### config.mk
export PLATFORM = sky130hd
export DESIGN_NAME = dsi_lane_distributor_flat
export DESIGN_NICKNAME = d
export VERILOG_FILES = /design/src/rtl/dsi_lane_distributor_pkg.sv /design/src/rtl/dsi_lane_distributor_if.sv /design/src/rtl/dsi_lane_distributor.sv /design/src/flat_wrapper.sv
export SDC_FILE = /design/constraint.sdc
export NUM_CORES = 1
export LEC_CHECK = 0
export ABC_AREA = 1
export CORE_ASPECT_RATIO = 1.75
export CORE_MARGIN = 4
export CORE_UTILIZATION = 42
export DETAILED_ROUTE_END_ITERATION = 10
export PLACE_DENSITY = 0.76
export REMOVE_ABC_BUFFERS = 1
export SKIP_CTS_REPAIR_TIMING = 1
export SYNTH_ARGS = -nofsm -noshare
export SYNTH_HDL_FRONTEND = slang
export SYNTH_SLANG_ARGS = --single-unit
### constraint.sdc
create_clock -name clk_sys -period 2.2 [get_ports clk_sys]
set_clock_uncertainty 0.05 [all_clocks]
set_input_delay 0.66 -clock clk_sys [delete_from_list [all_inputs] [get_ports clk_sys]]
set_output_delay 0.66 -clock clk_sys [all_outputs]
set_load 0.01 [all_outputs]
### src/rtl/dsi_lane_distributor_pkg.sv
// Shared types and constants for the DSI lane distributor: FSM states,
// the maximum lane count and the per-packet lane-mask helper.
package dsi_pkg;

    localparam int DSI_LANES_MAX = 4;

    typedef enum logic [1:0] {
        ST_IDLE   = 2'd0,
        ST_START  = 2'd1,
        ST_STREAM = 2'd2,
        ST_FINISH = 2'd3
    } dsi_state_e;

    // LP packets are single-lane; HS packets use lanes 0..min(num, lanes-1).
    function automatic logic [DSI_LANES_MAX-1:0] lane_mask(
        input logic       lp,
        input logic [1:0] num,
        input int         lanes
    );
        logic [DSI_LANES_MAX-1:0] m;
        int top;
        m   = '0;
        top = lp ? 0 : ((int'(num) < lanes - 1) ? int'(num) : lanes - 1);
        for (int k = 0; k < DSI_LANES_MAX; k++) begin
            m[k] = (k <= top);
        end
        return m;
    endfunction

endpackage

### src/rtl/dsi_lane_distributor_if.sv
// Upstream packet-beat stream into the DSI lane distributor (valid/ready).
interface dsi_lane_distributor_if;
    import dsi_pkg::*;

    logic [31:0] s_data;
    logic        s_valid;
    logic        s_last;
    logic        s_mode_lp;
    logic        s_ready;

    modport master (output s_data, output s_valid, output s_last,
                    output s_mode_lp, input s_ready);
    modport slave  (input s_data, input s_valid, input s_last,
                    input s_mode_lp, output s_ready);
endinterface

### src/rtl/dsi_lane_distributor.sv
// Splits 32-bit packet beats byte-wise across up to four DSI PHY lanes.
// Optional sticky underrun flag is built when DSI_DISTRIB_UNDERRUN_EN is defined.
module dsi_lane_distributor
    import dsi_pkg::*;
#(
    parameter int LANES_MAX = DSI_LANES_MAX
) (
    input  logic                   clk_sys,
    input  logic                   rst_n,
    input  logic                   cfg_lanes_en,
    input  logic [1:0]             cfg_lanes_num,
    dsi_lane_distributor_if.slave  src,
    input  logic [LANES_MAX-1:0]   lane_data_rqst,
    input  logic [LANES_MAX-1:0]   lane_active,
    output logic                   lanes_enable,
    output logic                   lane_mode_lp,
    output logic [LANES_MAX-1:0]   lane_start_rqst,
    output logic [LANES_MAX-1:0]   lane_fin_rqst,
    output logic [8*LANES_MAX-1:0] lane_data,
    output logic                   pkt_done
`ifdef DSI_DISTRIB_UNDERRUN_EN
    ,
    output logic                   err_underrun,
    input  logic                   err_clr
`endif
);

    dsi_state_e               state_r;
    dsi_state_e               state_nxt_s;
    logic [31:0]              hold_data_r;
    logic                     hold_last_r;
    logic                     hold_vld_r;
    logic [LANES_MAX-1:0]     mask_r;
    logic [DSI_LANES_MAX-1:0] mask_new_s;
    logic                     lanes_enable_r;
    logic                     mode_lp_r;
    logic                     s_ready_s;
    logic                     load_s;
    logic                     consume_s;
    logic                     start_s;
    logic                     pkt_done_s;
    logic                     all_rqst_s;

    assign mask_new_s = lane_mask(src.s_mode_lp, cfg_lanes_num, LANES_MAX);
    assign all_rqst_s = ((lane_data_rqst & mask_r) == mask_r);

    // Next-state and handshake decode.
    always_comb begin
        state_nxt_s = state_r;
        s_ready_s   = 1'b0;
        load_s      = 1'b0;
        consume_s   = 1'b0;
        start_s     = 1'b0;
        pkt_done_s  = 1'b0;
        case (state_r)
            ST_IDLE: begin
                if (src.s_valid && lanes_enable_r && (lane_active == '0)) begin
                    s_ready_s   = 1'b1;
                    load_s      = 1'b1;
                    start_s     = 1'b1;
                    state_nxt_s = ST_START;
                end else begin
                    state_nxt_s = ST_IDLE;
                end
            end
            ST_START: begin
                state_nxt_s = ST_STREAM;
            end
            ST_STREAM: begin
                if (hold_vld_r) begin
                    if (all_rqst_s) begin
                        consume_s = 1'b1;
                        if (hold_last_r) begin
                            state_nxt_s = ST_FINISH;
                        end else begin
                            s_ready_s = 1'b1;
                            load_s    = src.s_valid;
                        end
                    end else begin
                        state_nxt_s = ST_STREAM;
                    end
                end else begin
                    // Hold register drained mid-packet: keep asking upstream.
                    s_ready_s = 1'b1;
                    load_s    = src.s_valid;
                end
            end
            ST_FINISH: begin
                if ((lane_active & mask_r) == '0) begin
                    pkt_done_s  = 1'b1;
                    state_nxt_s = ST_IDLE;
                end else begin
                    state_nxt_s = ST_FINISH;
                end
            end
            default: begin
                state_nxt_s = ST_IDLE;
            end
        endcase
    end

    // FSM state register.
    always_ff @(posedge clk_sys or negedge rst_n) begin
        if (!rst_n) begin
            state_r <= ST_IDLE;
        end else begin
            state_r <= state_nxt_s;
        end
    end

    // Beat hold register; a reload in the consume cycle keeps it valid.
    always_ff @(posedge clk_sys or negedge rst_n) begin
        if (!rst_n) begin
            hold_data_r <= 32'h0000_0000;
            hold_last_r <= 1'b0;
            hold_vld_r  <= 1'b0;
        end else if (load_s) begin
            hold_data_r <= src.s_data;
            hold_last_r <= src.s_last;
            hold_vld_r  <= 1'b1;
        end else if (consume_s) begin
            hold_vld_r  <= 1'b0;
        end else begin
            hold_vld_r  <= hold_vld_r;
        end
    end

    // Per-packet lane mask and mode, frozen from the IDLE-to-START cycle.
    always_ff @(posedge clk_sys or negedge rst_n) begin
        if (!rst_n) begin
            mask_r    <= '0;
            mode_lp_r <= 1'b0;
        end else if (start_s) begin
            mask_r    <= mask_new_s[LANES_MAX-1:0];
            mode_lp_r <= src.s_mode_lp;
        end else begin
            mask_r    <= mask_r;
            mode_lp_r <= mode_lp_r;
        end
    end

    // Lane enable follows configuration only between packets.
    always_ff @(posedge clk_sys or negedge rst_n) begin
        if (!rst_n) begin
            lanes_enable_r <= 1'b0;
        end else if (state_r == ST_IDLE) begin
            lanes_enable_r <= cfg_lanes_en;
        end else begin
            lanes_enable_r <= lanes_enable_r;
        end
    end

    assign src.s_ready      = s_ready_s;
    assign lanes_enable     = lanes_enable_r;
    assign lane_mode_lp     = mode_lp_r;
    assign pkt_done         = pkt_done_s;
    assign lane_start_rqst  = (state_r == ST_START) ? mask_r : '0;
    assign lane_fin_rqst    = mask_r & {LANES_MAX{hold_vld_r && hold_last_r}};

    for (genvar k = 0; k < LANES_MAX; k++) begin : g_lane
        assign lane_data[8*k +: 8] = mask_r[k] ? hold_data_r[8*k +: 8] : 8'h00;
    end

`ifdef DSI_DISTRIB_UNDERRUN_EN
    logic err_underrun_r;

    // Sticky underrun: an enabled lane asks for data while the hold is empty.
    always_ff @(posedge clk_sys or negedge rst_n) begin
        if (!rst_n) begin
            err_underrun_r <= 1'b0;
        end else if ((state_r == ST_STREAM) && !hold_vld_r &&
                     ((lane_data_rqst & mask_r) != '0)) begin
            err_underrun_r <= 1'b1;
        end else if (err_clr) begin
            err_underrun_r <= 1'b0;
        end else begin
            err_underrun_r <= err_underrun_r;
        end
    end

    assign err_underrun = err_underrun_r;
`endif

endmodule

### src/flat_wrapper.sv
// flat-port wrapper written by rule: the top's interface ports become plain ports
module dsi_lane_distributor_flat import dsi_pkg::*;
#(
    parameter int LANES_MAX = DSI_LANES_MAX
)
  (clk_sys, rst_n, cfg_lanes_en, cfg_lanes_num, lane_data_rqst, lane_active, lanes_enable, lane_mode_lp, lane_start_rqst, lane_fin_rqst, lane_data, pkt_done, src_s_data, src_s_valid, src_s_last, src_s_mode_lp, src_s_ready);
  dsi_lane_distributor_if src_i ();
  input  logic clk_sys;
  input  logic rst_n;
  input  logic cfg_lanes_en;
  input  logic [1:0] cfg_lanes_num;
  input  logic [LANES_MAX-1:0] lane_data_rqst;
  input  logic [LANES_MAX-1:0] lane_active;
  output logic lanes_enable;
  output logic lane_mode_lp;
  output logic [LANES_MAX-1:0] lane_start_rqst;
  output logic [LANES_MAX-1:0] lane_fin_rqst;
  output logic [8*LANES_MAX-1:0] lane_data;
  output logic pkt_done;
  input wire logic [$bits(src_i.s_data)-1:0] src_s_data;
  input wire logic [$bits(src_i.s_valid)-1:0] src_s_valid;
  input wire logic [$bits(src_i.s_last)-1:0] src_s_last;
  input wire logic [$bits(src_i.s_mode_lp)-1:0] src_s_mode_lp;
  output wire logic [$bits(src_i.s_ready)-1:0] src_s_ready;
  assign src_i.s_data = src_s_data;
  assign src_i.s_valid = src_s_valid;
  assign src_i.s_last = src_s_last;
  assign src_i.s_mode_lp = src_s_mode_lp;
  assign src_s_ready = src_i.s_ready;
  dsi_lane_distributor #(.LANES_MAX(LANES_MAX)) u_core (.clk_sys(clk_sys), .rst_n(rst_n), .cfg_lanes_en(cfg_lanes_en), .cfg_lanes_num(cfg_lanes_num), .src(src_i), .lane_data_rqst(lane_data_rqst), .lane_active(lane_active), .lanes_enable(lanes_enable), .lane_mode_lp(lane_mode_lp), .lane_start_rqst(lane_start_rqst), .lane_fin_rqst(lane_fin_rqst), .lane_data(lane_data), .pkt_done(pkt_done));
endmodule
==> impl_metrics.env, run 1 <==
export IMPL_report_final_slew_viol_count=0
export IMPL_setup_viol=1
export IMPL_final_common_cell="nand2_1"
export IMPL_reg2reg_depth=8
export IMPL_cap_violations=0
export IMPL_wire_per_inst_um=13.37
export IMPL_final_cell_mix="nand2_1, clkdlybuf4s50_1, dlymetal6s2s_1, inv_1, dfrtp_1"
export IMPL_cp_arrival_ns=1.72
export IMPL_routed_via_count=2177
export IMPL_tightest_slew_ns=0.5280
export IMPL_drt_total_wl_um=6096
export IMPL_grt_setup_unrepaired="yes"
export IMPL_die_w_um=61.53
export IMPL_coreArea_sq_um=4790
export IMPL_fmax_ghz=0.4109
export IMPL_leakage_nw=2.556
export IMPL_place_ws_ns=-0.6578
export IMPL_route_detailed_drc=0
export IMPL_hp_class="in2async"
export IMPL_multi_input_area_sq_um=827.0
export IMPL_maxSlewHeadroom_pct=64.80
export IMPL_cts_tree="built"
export IMPL_avgSynthCellArea_sq_um=7.286
export IMPL_placedCellCount=437
export IMPL_worst_slack_ns=-0.2340
export IMPL_avgViaCountPerCell=4.774
export IMPL_ys_seq_elements=42
export IMPL_drive_gt1_share_pct=13.86
export IMPL_yosysWarningCount=0
export IMPL_powerDensity_nw_per_um2=992.1
export IMPL_place_hpwl_um=4441
export IMPL_crit_type="in2out"
export IMPL_start_util_pct=43.97
export IMPL_firstDrtPassIters=4
export IMPL_seq_area_sq_um=1052
export IMPL_cts_root_buf="clkbuf_8"
export IMPL_clkLatencyLatePin_ns=0.29
export IMPL_layout_min_cycle_time_ns=2.434
export IMPL_power_mw=3.445
export IMPL_htree_levels=2
export IMPL_period_share_pct=110.6
export IMPL_cts_buffer_depth=2
export IMPL_layout_nets=451
export IMPL_outcome="finished with violations"
export IMPL_dieArea_sq_um=6255
export IMPL_antenna_left=0
export IMPL_die_y_um=101.7
export IMPL_gr_total_overflow=0
export IMPL_rows=33
export IMPL_finalNonFillerCells=456
export IMPL_drtIter0Drc=61
export IMPL_portBuffers=91
export IMPL_diodes=0
export IMPL_failed_checks="negative setup slack"
export IMPL_crit_fanout=2
export IMPL_numCtsBuffers=5
export IMPL_grt_pass1_wl_um=9218
export IMPL_netlist_instances=289
export IMPL_critPathRequiredTime_ns=1.49
export IMPL_syn_area_sq_um=2106
export IMPL_grt_pass1_vias=2086
export IMPL_path_clk_slew_ns=0.08
export IMPL_numClockSinks=42
export IMPL_post_route_util_pct=72.49
export IMPL_gp_congestion=0.8422
export IMPL_antenna_found_initial=0
export IMPL_worst_setup_path_end_kind="primary output"
export IMPL_num_io_pins=92
export IMPL_irDropWorstVdd_v=0.0008788
export IMPL_cp_start_kind="primary input"
export IMPL_hold_viol=0
export IMPL_synth_distinct_cells=20
export IMPL_grt_max_degree=43
export IMPL_grt_use_total_pct=19.40
export IMPL_syn2layout_area_growth_pct=64.88
export IMPL_fillCellCount=390
export IMPL_ys_seq_area_share_pct=49.91
[final timing paths]
kind | from | end | slack [ns]
hold / removal | rst_n | u_core.hold_data_r[11] | 0.37
setup reg to reg | u_core.state_r[1] | u_core.mask_r[3] | 0.38
setup / recovery | src_s_valid | src_s_ready | -0.23
min in group clk_sys | u_core.hold_data_r[21] | u_core.hold_data_r[21] | 0.46
hold reg to reg | u_core.hold_data_r[21] | u_core.hold_data_r[21] | 0.46
max in group asynchronous | rst_n | u_core.mask_r[0] | 1.33
[where the power goes]
| part | internal, mW | switching (mW) | leakage, nW |
|---|---|---|---|
| combinational | 0.812 | 0.816 | 1.99 |
| sequential | 1.12 | 0.197 | 0.521 |
| clock | 0.253 | 0.244 | 0.0482 |
| total | 2.19 | 1.26 | 2.56 |
[routing by layer]
layer / vias up / track usage [%] / part of all wire (%)
met5: - / 0 / 0
met4: 0 / 6.536 / 1.9
met3: 11 / 3.189 / 5.9
met2: 71 / 35.19 / 57
met1: 1006 / 21.99 / 35
li1: 1089 / - / -
[flip-flops by register name, indices dropped and copies added (netlist names)]
name                 count
u_core.mask_r            4
u_core.hold_data_r      32
u_core.hold_last_r       1
u_core.hold_vld_r        1
u_core.state_r           2
u_core.lanes_enable      1
u_core.lane_mode_lp      1
[worst max-delay path, stage by stage]
cell	delay, ns
clkdlybuf4s50_1	0.46
inv_1	0.06
nor3_2	0.24
nand2_2	0.12
nand2_2	0.07
buf_6	0.10
[synth_stat cells (all sizes together)]
| master | number | area share (%) |
|---|---|---|
| a21oi | 2 | 0.48 |
| and2 | 1 | 0.30 |
| buf | 11 | 3.5 |
| clkbuf | 3 | 0.53 |
| dfrtp | 42 | 50 |
| inv | 45 | 8.0 |
| nand2 | 125 | 23 |
| nand3 | 40 | 9.7 |
| nand4 | 1 | 0.30 |
| nor2 | 14 | 2.5 |
| nor3 | 2 | 0.71 |
| nor3b | 1 | 0.59 |
| o21ai | 2 | 0.65 |
[final cells by class]
type / count / area share, %
clock buffer: 7 / 2.486
inverter: 45 / 4.865
multi-input combinational: 188 / 23.82
timing repair buffer: 121 / 36.50
tap: 52 / 1.874
clock inverter: 1 / 0.1441
sequential: 42 / 30.31
[logic make-up after synthesis]
group,count (synthesis),synth area share (%)
AND/OR/NAND/NOR,184,36.90
buffers and inverters,59,12.06
flip-flops,42,49.91
AO/OA/AOI/OAI,4,1.129
[metrics by stage]
stage	TNS, ns	area [sq um]	hold slack (ns)
2_1_floorplan	-0.02227	2021	0.3144
3_3_place_gp	-6.789	3159	0.4322
3_5_place_dp	-7.200	3159	0.4437
4_1_cts	-3.593	3251	0.3937
5_1_grt	-0.2780	3472	0.4164
6_report	-0.2340	3472	0.3746
(Power assumes the default switching activity.)
==> run 2: changes to the inputs <==
--- a/config.mk
+++ b/config.mk
@@ -7,8 +7,8 @@
 export LEC_CHECK = 0
 export ABC_AREA = 1
 export CORE_ASPECT_RATIO = 1.75
-export CORE_MARGIN = 4
 export CORE_UTILIZATION = 42
+export CTS_CLUSTER_SIZE = 25
 export DETAILED_ROUTE_END_ITERATION = 10
 export PLACE_DENSITY = 0.76
 export REMOVE_ABC_BUFFERS = 1
==> run 2 against run 1 <==
  * The flow now finishes without violations
  * Maximum frequency rose by 12%
  * Clock-buffer cell count rose by 1
  * Sequential share of layout area barely moved
  * Register-to-register slack improved by 0.10 ns
  * Clock power rose by 15%
  * Die area fell by 15%
  * Final area fell by 0.11%
  * Flip-flop and latch count did not move
==> impl_metrics.env, run 2 (synthesis results as in run 1) <==
export IMPL_place_hpwl_um=3994
export IMPL_route_detailed_drc=0
export IMPL_critPathSlowestCell="dfrtp_1"
export IMPL_routed_via_count=2181
export IMPL_antenna_left=0
export IMPL_clkLatencyLatePin_ns=0.29
export IMPL_worst_slack_ns=0.02339
export IMPL_gr_total_overflow=0
export IMPL_numCtsBuffers=5
export IMPL_fmax_ghz=0.4594
export IMPL_syn2layout_area_growth_pct=64.71
export IMPL_num_io_pins=92
export IMPL_cts_root_buf="clkbuf_8"
export IMPL_leakage_nw=2.533
export IMPL_grt_use_total_pct=21.98
export IMPL_drive_gt1_share_pct=13.32
export IMPL_report_final_slew_viol_count=0
export IMPL_dieArea_sq_um=5312
export IMPL_slowest_delay_ns=0.44
export IMPL_portBuffers=91
export IMPL_diodes=0
export IMPL_cts_buffer_depth=2
export IMPL_place_ws_ns=-0.6743
export IMPL_grt_pass1_vias=1939
export IMPL_finish_instance_area_sq_um=3468
export IMPL_gp_congestion=0.8155
export IMPL_start_util_pct=44.35
export IMPL_grt_max_degree=43
export IMPL_cp_common_cell="nand2_2"
export IMPL_crit_fanout=4
export IMPL_largest_reg_flops=32
export IMPL_final_common_cell="nand2_1"
export IMPL_cts_tree="built"
export IMPL_avgViaCountPerCell=4.847
export IMPL_cp_arrival_ns=1.47
export IMPL_path_delay_family="flip-flops"
export IMPL_cap_violations=0
export IMPL_antenna_found_initial=0
export IMPL_layout_min_cycle_time_ns=2.177
export IMPL_rows=33
export IMPL_path_clk_slew_ns=0.07
export IMPL_maxSlewHeadroom_pct=64.81
export IMPL_post_route_util_pct=73.04
export IMPL_numClockSinks=42
export IMPL_layout_nets=445
export IMPL_coreArea_sq_um=4748
export IMPL_drtIter0Drc=74
export IMPL_die_w_um=55.53
export IMPL_power_mw=3.517
export IMPL_final_cell_mix="nand2_1, clkdlybuf4s50_1, dlymetal6s2s_1, inv_1, dfrtp_1"
export IMPL_crit_chain="buf_4 > nand2_2 > nand2_2 > o21ai_2 > nand3_2 > nand2_2 > buf_6"
export IMPL_drt_total_wl_um=5922
export IMPL_irDropWorstVdd_v=0.0008077
export IMPL_crit_type="reg2out"
export IMPL_firstDrtPassIters=6
export IMPL_wire_per_inst_um=13.16
export IMPL_worst_path_buf_inv=2
export IMPL_tightest_slew_ns=0.5279
export IMPL_outcome="finished clean"
export IMPL_htree_levels=2
export IMPL_grt_pass1_wl_um=9080
export IMPL_place_area_sq_um=3114
export IMPL_largestRegisters="u_core.hold_data_r x32, u_core.mask_r x4, u_core.state_r x2"
export IMPL_period_share_pct=98.94
export IMPL_fillCellCount=372
export IMPL_powerDensity_nw_per_um2=1014
export IMPL_worst_setup_path_end_kind="primary output"
export IMPL_hold_viol=0
export IMPL_cp_start_kind="register"
export IMPL_setup_viol=0
export IMPL_die_y_um=95.67
export IMPL_critPathRequiredTime_ns=1.49
export IMPL_grt_setup_unrepaired="yes"
export IMPL_largest_register="u_core.hold_data_r"
export IMPL_hp_class="in2async"
-- run 2: worst paths after layout --
kind,from,endpoint,slack [ns],cells after the start
worst max register to register,u_core.state_r[0],u_core.hold_data_r[19],0.48,9
worst min-delay path,rst_n,u_core.hold_data_r[11],0.37,2
max in group asynchronous,rst_n,u_core.hold_data_r[25],1.36,2
worst max-delay path,u_core.mask_r[3],src_s_ready,0.02,7
worst min register to register,u_core.hold_data_r[20],u_core.hold_data_r[20],0.46,2
min in group clk_sys,u_core.hold_data_r[20],u_core.hold_data_r[20],0.46,2
-- run 2: cell type report --
class | instances | area (sq um) | area share, %
Timing Repair Buffer | 115 | 1232 | 35.53
Clock buffer | 8 | 110.1 | 3.175
Sequential cell | 42 | 1051 | 30.30
Inverter | 45 | 168.9 | 4.870
Multi-Input combinational cell | 188 | 840.8 | 24.24
Tap cell | 52 | 65.06 | 1.876
-- run 2: layer usage --
layer | vias up | share of wire (%) | GRT usage, %
li1 | 1081 | - | -
met1 | 1021 | 38 | 25.66
met2 | 70 | 56 | 39.96
met3 | 9 | 4.5 | 4.342
met4 | 0 | 1.6 | 7.500
met5 | - | 0 | 0
-- run 2: worst reg2reg max path, delay by kind of cell, from the launching register on --
| kind | cells | cell delay, ns |
|---|---|---|
| buf+inv | 3 | 0.55 |
| simple gates | 6 | 0.64 |
| flops | 1 | 0.41 |
-- run 2: report_power, final --
part	internal [mW]	switching [mW]	total [mW]
registers	1.12	0.199	1.32
clock network	0.317	0.254	0.571
logic	0.794	0.831	1.63
total	2.23	1.28	3.52
-- run 2: per-stage QoR --
step | std cells | hold slack (ns) | setup TNS (ns)
after floorplan | 275 | 0.3144 | -0.02227
after global placement | 431 | 0.4366 | -6.425
after detailed placement | 431 | 0.4435 | -8.047
after CTS | 439 | 0.3874 | -3.282
after global routing | 450 | 0.4104 | -0.1197
final | 450 | 0.3686 | 0
==> edit, RTL diff (settings of run 2) <==
The 4 states of `dsi_state_e` get a one-hot encoding in 4 bits.
--- a/src/rtl/dsi_lane_distributor_pkg.sv
+++ b/src/rtl/dsi_lane_distributor_pkg.sv
@@ -6,7 +6,7 @@
 
-    typedef enum logic [1:0] {
-        ST_IDLE   = 2'd0,
-        ST_START  = 2'd1,
-        ST_STREAM = 2'd2,
-        ST_FINISH = 2'd3
+    typedef enum logic [3:0] {
+        ST_IDLE   = 4'b0001,
+        ST_START  = 4'b0010,
+        ST_STREAM = 4'b0100,
+        ST_FINISH = 4'b1000
     } dsi_state_e;
Function: same outputs for any inputs over 10 cycles, from zero or initial values and one cycle with rst_n low; not proved beyond that.
==> edit against run 2 <==
- the run now ends with design-rule violations left
- critical endpoint is now lane_data[24]
- power down 5.0%
- register-to-register slack worse by 0.03 ns
- synthesized cell count grew 3.1%
- routed wire length rose by 3.4%
- sequential cell count up 2
- die area increased by 8.7%
- worst setup slack worse by 0.023 ns
- area after synthesis increased by 8.9%
- sequential power fell by 4%
- sequential share of layout area shrank 0.21 points
- clock power rose by 2%
- final area rose by 5.6%
==> edit: results (changes against run 2) <==
route:
  drt_iter0_drc: 40  # -46%
  viasPerCell: 4.809  # -0.79%
  wl_per_cell_um: 13.03  # -0.97%
  final_antenna_net_count: 0  # unchanged
  drc: 5  # +5
  dr.pass1.iters: 7  # +1
min_path:
  hp-class: "in -> async"
cts:
  root_buffer: "clkbuf_8"
  clk_pin_slew_ns: 0.08
  numCtsBuffers: 5  # unchanged
  clock_latency_ns: 0.28
  cts_max_level: 2  # unchanged
  cts.path.max_buffers: 2  # unchanged
grt:
  grt_pass1_wl_um: 9087  # about the same
  grt_pass1_vias: 2085  # +7.5%
  grt_max_degree: 39  # -9.3%
  antenna_found_initial: 0  # unchanged
  grt_usage_pct: 20.46  # -1.5 points
status:
  outcome: "finished with violations"
  failed_checks: "design-rule violations"
synth:
  synthTopCellsByCount: "115 x nand2_1, 46 x inv_1, 43 x dfrtp_1, 33 x nand3_1, 15 x nor2_1"
  synth_area_leaders: "dfrtp_1 47%, nand2_1 19%, inv_1 7.5%"
  seq_area_frac_synth_pct: 48.06  # -1.8 points
  async_flop_share_pct: 100.0  # unchanged
  synth_cell_types: 24  # +20%
  yosys_warnings: 0  # unchanged
  synthFlopType: "dfrtp_1"
critical_path:
  cp_slowest_cell: "clkdlybuf4s50_1"
  cp.arrival_ns: 1.49  # +0.02 ns
  max_stage_delay_ns: 0.55  # +0.11 ns
  path_max_fanout: 5  # +1
  critical-path-top-delay-family: "buffers and inverters"
cells_and_area:
  diodes: 0  # unchanged
  top_regs: "u_core.hold_data_r: 32 flops, u_core.mask_r: 4 flops, u_core.state_r: 4 flops"
  fillerInstances: 430  # +16%
  layout.nets: 462  # +3.8%
  drive_gt1_share_pct: 17.11  # +3.8 points
pwr:
  p_leak_nw: 2.657  # +4.9%
  peakVddDrop_uv: 596.8  # -26%
  p_int_mw: 2.228  # -0.22%
placement:
  pre_cts_slack_ns: -0.8113  # -0.1370 ns
  io_buffer_count: 91  # unchanged
  gp_congestion: 0.9047  # +11%
  hpwlAfterDp_um: 4442  # +11%
sta:
  relSlewSlack_pct: 69.52  # +4.7 points
edit: path summary, 6_finish.rpt:
kind / start / endpoint / slack (ns) / cells after the start
hold / removal: rst_n / u_core.lane_mode_lp / 0.23 / 1
min in group clk_sys: u_core.lane_mode_lp / u_core.lane_mode_lp / 0.45 / 2
hold reg to reg: u_core.lane_mode_lp / u_core.lane_mode_lp / 0.45 / 2
setup / recovery: u_core.mask_r[3] / lane_data[24] / 0.0001 / 4
setup reg to reg: u_core.state_r[3] / u_core.hold_data_r[3] / 0.45 / 9
max in group asynchronous: rst_n / u_core.state_r[0] / 1.29 / 2
edit: logic make-up after synthesis:
group	count (synthesis)	share of synthesized area, %
flip-flops	44	48.06
buffers and inverters	61	12.55
multiplexers	1	0.4910
AO/OA/AOI/OAI	10	2.619
AND/OR/NAND/NOR	182	36.28
edit: final cells by class:
class                      count  share of cell area [%]
clock buffer                   6                   1.981
timing repair buffer         123                   34.77
clock inverter                 2                  0.9563
sequential                    44                   30.09
multi-input combinational    193                   25.44
inverter                      47                   4.884
tap                           55                   1.878
edit: layer usage:
layer | share of wire (%) | global-route usage (%) | up-vias
met2 | 58 | 38.11 | 52
li1 | - | - | 1137
met4 | 1.1 | 7.143 | 0
met5 | 0 | 0 | -
met1 | 37 | 22.58 | 1067
met3 | 3.9 | 3.511 | 4
edit: worst reg2reg max path, delay by kind of cell, from the launching register on:
family / cells / cell delay (ns)
DFF: 1 / 0.39
buffers and inverters: 3 / 0.48
and+or+nand+nor: 6 / 0.78
edit: power by group through the flow:
| stage | Clock (mW) | Combinational [mW] | Sequential (mW) |
|---|---|---|---|
| floorplan | 0 | 0.625 | 1.28 |
| global placement | 0 | 1.41 | 1.26 |
| detailed placement | 0 | 1.43 | 1.28 |
| CTS | 0.603 | 1.44 | 1.26 |
| global route | 0.636 | 1.64 | 1.30 |
| finish | 0.582 | 1.49 | 1.27 |
edit: through the flow:
step	instance area [µm²]	TNS, ns	utilization, %	instances	hold WS [ns]
detailed placement	3344	-12.37	63.64	453	0.4432
floorplan	2185	0	-	284	0.3144
finish	3664	0	69.71	470	0.2324
CTS	3452	-4.203	65.69	461	0.2284
global route	3664	-0.1094	69.71	470	0.2347
global placement	3344	-11.13	63.64	453	0.4139
